### src/rtl/control_unit.sv
// control_unit: hardwired Moore sequencer driving the bus datapath through fetch, decode and execute.
// Defining CONTROL_UNIT_STOP_EN adds a `stop` input that parks the FSM in STOPPED at instruction boundaries.
module control_unit (
    input  logic       clk,
    input  logic       clear,
`ifdef CONTROL_UNIT_STOP_EN
    input  logic       stop,
`endif
    input  logic [4:0] opcode,
    output logic       PCout,
    output logic       Zlowout,
    output logic       MDRout,
    output logic       Cout,
    output logic       BAout,
    output logic       MARin,
    output logic       Zin,
    output logic       PCin,
    output logic       MDRin,
    output logic       IRin,
    output logic       Yin,
    output logic       Gra,
    output logic       Grb,
    output logic       Grc,
    output logic       Rin,
    output logic       Rout,
    output logic       IncPC,
    output logic       Read,
    output logic       Write,
    output logic       ADD,
    output logic       SUB,
    output logic       AND,
    output logic       OR,
    output logic       SHR,
    output logic       SHL,
    output logic       ROR,
    output logic       ROL,
    output logic       NEG,
    output logic       NOT,
    output logic       run,
    output logic       illegal
);
    typedef enum logic [3:0] {
        IDLE, T0, T1, T2, T3, T4, T5, T6, T7, HALT
`ifdef CONTROL_UNIT_STOP_EN
        , STOPPED
`endif
    } state_t;

    state_t     state_q, state_d, go_t0;
    logic [4:0] op_q, op_d;
    logic       is_reg, is_imm, is_un, is_ldi, is_ld, is_st, is_mem, is_nop, is_halt, is_ill, alu_en;

`ifdef CONTROL_UNIT_STOP_EN
    assign go_t0 = stop ? STOPPED : T0;
`else
    assign go_t0 = T0;
`endif

    // Instruction class decode works off the latched opcode so outputs stay Moore.
    assign is_reg  = op_q >= 5'd3 && op_q <= 5'd10;
    assign is_imm  = op_q >= 5'd11 && op_q <= 5'd13;
    assign is_un   = op_q == 5'd16 || op_q == 5'd17;
    assign is_ldi  = op_q == 5'd1;
    assign is_ld   = op_q == 5'd0;
    assign is_st   = op_q == 5'd2;
    assign is_mem  = is_ld || is_st;
    assign is_nop  = op_q == 5'd26;
    assign is_halt = op_q == 5'd27;
    assign is_ill  = !(op_q <= 5'd13 || is_un || is_nop || is_halt);

    always_ff @(posedge clk or posedge clear) begin
        if (clear) begin
            state_q <= IDLE;
            op_q    <= '0;
        end else begin
            state_q <= state_d;
            op_q    <= op_d;
        end
    end

    always_comb begin
        state_d = state_q;
        op_d    = op_q;
        case (state_q)
            IDLE:    state_d = go_t0;
            T0:      state_d = T1;
            T1:      state_d = T2;
            T2: begin
                state_d = T3;
                op_d    = opcode;
            end
            T3:      state_d = is_halt ? HALT : (is_nop || is_ill) ? go_t0 : T4;
            T4:      state_d = is_un ? go_t0 : T5;
            T5:      state_d = is_mem ? T6 : go_t0;
            T6:      state_d = T7;
            T7:      state_d = go_t0;
            HALT:    state_d = HALT;
`ifdef CONTROL_UNIT_STOP_EN
            STOPPED: state_d = stop ? STOPPED : T0;
`endif
            default: state_d = IDLE;
        endcase
    end

    always_comb begin
        {PCout, Zlowout, MDRout, Cout, BAout, MARin, Zin, PCin, MDRin, IRin, Yin,
         Gra, Grb, Grc, Rin, Rout, IncPC, Read, Write, illegal, alu_en} = '0;
        run = 1'b1;
        case (state_q)
            T0: {PCout, MARin, IncPC, Zin} = '1;
            T1: {Zlowout, PCin, Read, MDRin} = '1;
            T2: {MDRout, IRin} = '1;
            T3: begin
                Grb     = !(is_nop || is_halt || is_ill);
                Rout    = is_reg || is_imm || is_un;
                Yin     = is_reg || is_imm || is_ldi || is_mem;
                BAout   = is_ldi || is_mem;
                Zin     = is_un;
                alu_en  = is_un;
                illegal = is_ill;
            end
            T4: begin
                Grc     = is_reg;
                Rout    = is_reg;
                Cout    = is_imm || is_ldi || is_mem;
                alu_en  = !is_un;
                Zin     = !is_un;
                Zlowout = is_un;
                Gra     = is_un;
                Rin     = is_un;
            end
            T5: begin
                Zlowout = 1'b1;
                MARin   = is_mem;
                Gra     = !is_mem;
                Rin     = !is_mem;
            end
            T6: begin
                MDRin = 1'b1;
                Read  = is_ld;
                Gra   = is_st;
                Rout  = is_st;
            end
            T7: begin
                MDRout = is_ld;
                Gra    = is_ld;
                Rin    = is_ld;
                Write  = is_st;
            end
            HALT:    run = 1'b0;
            default: ;
        endcase
    end

    // Address arithmetic for ld/ldi/st reuses the ADD unit.
    assign ADD = alu_en && (op_q == 5'd3 || op_q == 5'd11 || op_q <= 5'd2);
    assign SUB = alu_en && op_q == 5'd4;
    assign AND = alu_en && (op_q == 5'd5 || op_q == 5'd12);
    assign OR  = alu_en && (op_q == 5'd6 || op_q == 5'd13);
    assign SHR = alu_en && op_q == 5'd7;
    assign SHL = alu_en && op_q == 5'd8;
    assign ROR = alu_en && op_q == 5'd9;
    assign ROL = alu_en && op_q == 5'd10;
    assign NEG = alu_en && op_q == 5'd16;
    assign NOT = alu_en && op_q == 5'd17;
endmodule

### config.mk
export PLATFORM = sky130hd
export DESIGN_NAME = control_unit
export DESIGN_NICKNAME = d
export VERILOG_FILES = /design/src/rtl/control_unit.sv
export SDC_FILE = /design/constraint.sdc
export NUM_CORES = 1
export LEC_CHECK = 0
export ABC_AREA = 1
export BUFFER_PORTS_ARGS = -buffer_cell sky130_fd_sc_hd__buf_2
export CORE_MARGIN = 2
export CORE_UTILIZATION = 50
export DETAILED_ROUTE_END_ITERATION = 7
export GPL_TIMING_DRIVEN = 0
export MAX_ROUTING_LAYER = met4
export PLACE_DENSITY = 0.86
export SYNTH_ARGS = -nofsm -noshare
export SYNTH_HDL_FRONTEND = slang
export SYNTH_SLANG_ARGS = --single-unit
### constraint.sdc
create_clock -name clk -period 2.35 [get_ports clk]
set_input_delay 0.5875 -clock clk [delete_from_list [all_inputs] [get_ports clk]]
set_output_delay 0.5875 -clock clk [all_outputs]
set_load 0.01 [all_outputs]
==> out/summary.txt <==
Post-DP HPWL = 1902 um
CP Buf/Inv Count = 3
Top Ports = 38
Setup crit start kind = register
Count of final max-slew check failures = 0
Worst hold path type = primary input to asynchronous set/reset pin
Post-placement worst setup slack = 372.4 ps
Rows = 15
Final ANT Viol Nets = 0
Worst EP arrival = 1620 ps
First-pass GRT wire length = 3546 um
Net Count, Synth = 150
Clock power share = 0.081
Sw Share = 0.5617
Sequential share of power = 0.252
Wirelength per Cell = 10.93 um
Initial core utilization = 0.5215
Via density = 5.124
Cell family with most CP delay = simple AND/OR/NAND/NOR gates
Crit end category = output port
Max Clock Skew = 3.879 ps
GRT Total Usage = 0.2379
First-pass DRT Iterations = 4
Total CTS buffers = 3
Clk sinks = 9
Layout cell share with drive strength beyond 1 = 0.3804
IO Port Bufs = 37
Inserted Diodes = 0
Largest net degree at the start of global routing = 11
Commonest non-fill, non-tap cell in the layout = nand2_1
Die height = 45.97 um
Vias in the first global route = 903
Netlist cell types = 21
Slowest stage delay, CP = 460 ps
Initial drt markers = 37
Clk_lat worst skew = 260 ps
Gate power share = 0.667
VDD IR max = 0.8317 mV
Slew headroom = 0.7868
Maximum clock rate = 452.8 MHz
Postcts setup bufs = 0
Post-synthesis cell area = 880.8 um^2
Core ar. = 0.001689 mm^2
RSZ-0062 raised after global routing = no
Final worst-path cycle share = 0.9399
Synth warnings = 0
Syn Area/Cell = 6.160 um^2
Die area = 0.002113 mm^2
Least-Margin Pin Slew = 318.6 ps
Placer Congestion = 0.9411
Worst r2r src = op_q[2]
H-tree levels = 1
Total Routed Length = 2197 um
DIE WIDTH = 45.97 um
Critical Path Start = op_q[2]
Slowest stage cell on the critical path = dfrtp_1
Crit Path Max Fanout = 7
Most frequent cells in the layout = nand2_1 (41), buf_2 (37), inv_1 (18)
Sw Pwr = 0.0007877 W
Maxcap violations = 0
Worst setup path class = register to output port
Tmin final = 2209 ps
Status = complete, no violations
Leakage = 0.7109 nW
Grt ovf = 0
Seq/Total Area, Yosys = 0.2557
Max clock buf depth = 2
Routed vias = 1030
Layout area overhead = 26.99%
Clock Tree Root = clkbuf_4
Final WS setup = 141.3 ps
Critical Path RT = 1760 ps
Clk slew on worst S/H paths = 60 ps
Ratio of total power to cell area = 1254 mW/mm^2
# nets final = 192
Post-DP Area = 0.001087 mm^2
# hold bufs at CTS = 0
Final hold violation count = 0
Crit-path cells = inv_2 -> nand2_2 -> nor2_4 -> nand2_2 -> nand2_4 -> inv_2 -> a21oi_2 -> buf_2
Initial antenna violation count = 0
CTS tree = yes
Setup tns final = 0 ps
Final setup violation count = 0
Cells after Synth = 143
Flops & latches, synth = 9
DRC = 0
Post-route cell area = 0.001119 mm^2
Filler instances = 157
Pint = 0.0006146 W
-- sequential cells by signal (all words and copies together), names as in the netlist --
name / count
op_q: 5
state_q: 4
-- synthesized netlist by cell type --
cell	instances	area [um^2]
nand2_4	4	45.04
nand2_2	6	37.54
nand3_1	9	45.04
nor2_8	1	20.02
o21ai_1	1	5.000
nor2_2	4	25.02
nand3_2	1	10.01
a21oi_1	4	20.02
o22ai_1	2	12.51
nor2_1	16	60.06
and2_1	1	6.260
nor2_4	2	22.52
buf_4	2	15.01
inv_1	18	67.56
o21ai_0	6	30.03
a21oi_2	1	8.760
nand4_1	5	31.28
nor3_1	2	10.01
inv_2	8	30.03
nand2_1	41	153.9
dfrtp_1	9	225.2
-- worst reg2reg max path: cells and delay by family, from the launching register on --
kind	cells	cell delay, ps
AOI/OAI and AO/OA	1	230
and+or+nand+nor	4	400
DFF	1	480
-- final cells by class --
class                           instances  area (um^2)  area share
Multi-Input combinational cell        106        548.0      0.4899
Sequential cell                         9        225.2      0.2013
Timing Repair Buffer                   37        185.2      0.1655
Inverter                               26        97.59     0.08725
Clock buffer                            4        26.28     0.02349
Tap cell                               17        21.27     0.01902
Buffer                                  2        15.01     0.01342
-- layer usage --
metal  wire length, um  share of wire  GRT usage  vias to the layer above
met4                54          0.025     0.1086                        0
met5                 0              0          -                        -
li1                  -              -          -                      528
met3               186          0.085    0.05159                        7
met1               900           0.41     0.2973                      441
met2              1055           0.48     0.3639                       54
-- timing repair --
action | in CTS | in global routing
endpoints found under the setup margin | 0 | 4
gates resized for setup | 0 | 1
endpoints found under the hold margin | 0 | 0
-- metrics by stage --
stage | cells | util | total power [W] | hold slack (ps)
2_1_floorplan | 143 | - | 0.001019 | 415.4
3_3_place_gp | 197 | 0.6437 | 0.001254 | 507.0
3_5_place_dp | 197 | 0.6437 | 0.001282 | 512.0
4_1_cts | 201 | 0.6593 | 0.001400 | 263.4
5_1_grt | 201 | 0.6622 | 0.001550 | 283.2
6_report | 201 | 0.6622 | 0.001402 | 261.7
-- cells by family after synthesis --
family / after synthesis / share of synthesized area
AO/OA/AOI/OAI: 14 / 0.08664
buffers and inverters: 28 / 0.1278
flip-flops: 9 / 0.2557
AND/OR/NAND/NOR: 92 / 0.5298
-- path summary, 6_finish.rpt --
kind / endpoint / slack [ps] / cells past startpoint
max: ADD / 140 / 8
min in group clk: state_q[0] / 520 / 1
min reg2reg: state_q[0] / 520 / 1
max in group asynchronous: state_q[3] / 1860 / 2
max reg2reg: state_q[2] / 1110 / 5
min: state_q[2] / 260 / 2
-- power by group through the flow --
stage	Sequential, W	Combinational, W	Clock (W)
CTS	0.000345	0.000938	0.000117
floorplan	0.000317	0.000702	0
detailed placement	0.000348	0.000934	0
global route	0.000363	0.00106	0.000130
finish	0.000354	0.000935	0.000113
global placement	0.000339	0.000915	0
Power figures use the tool's default switching activity.
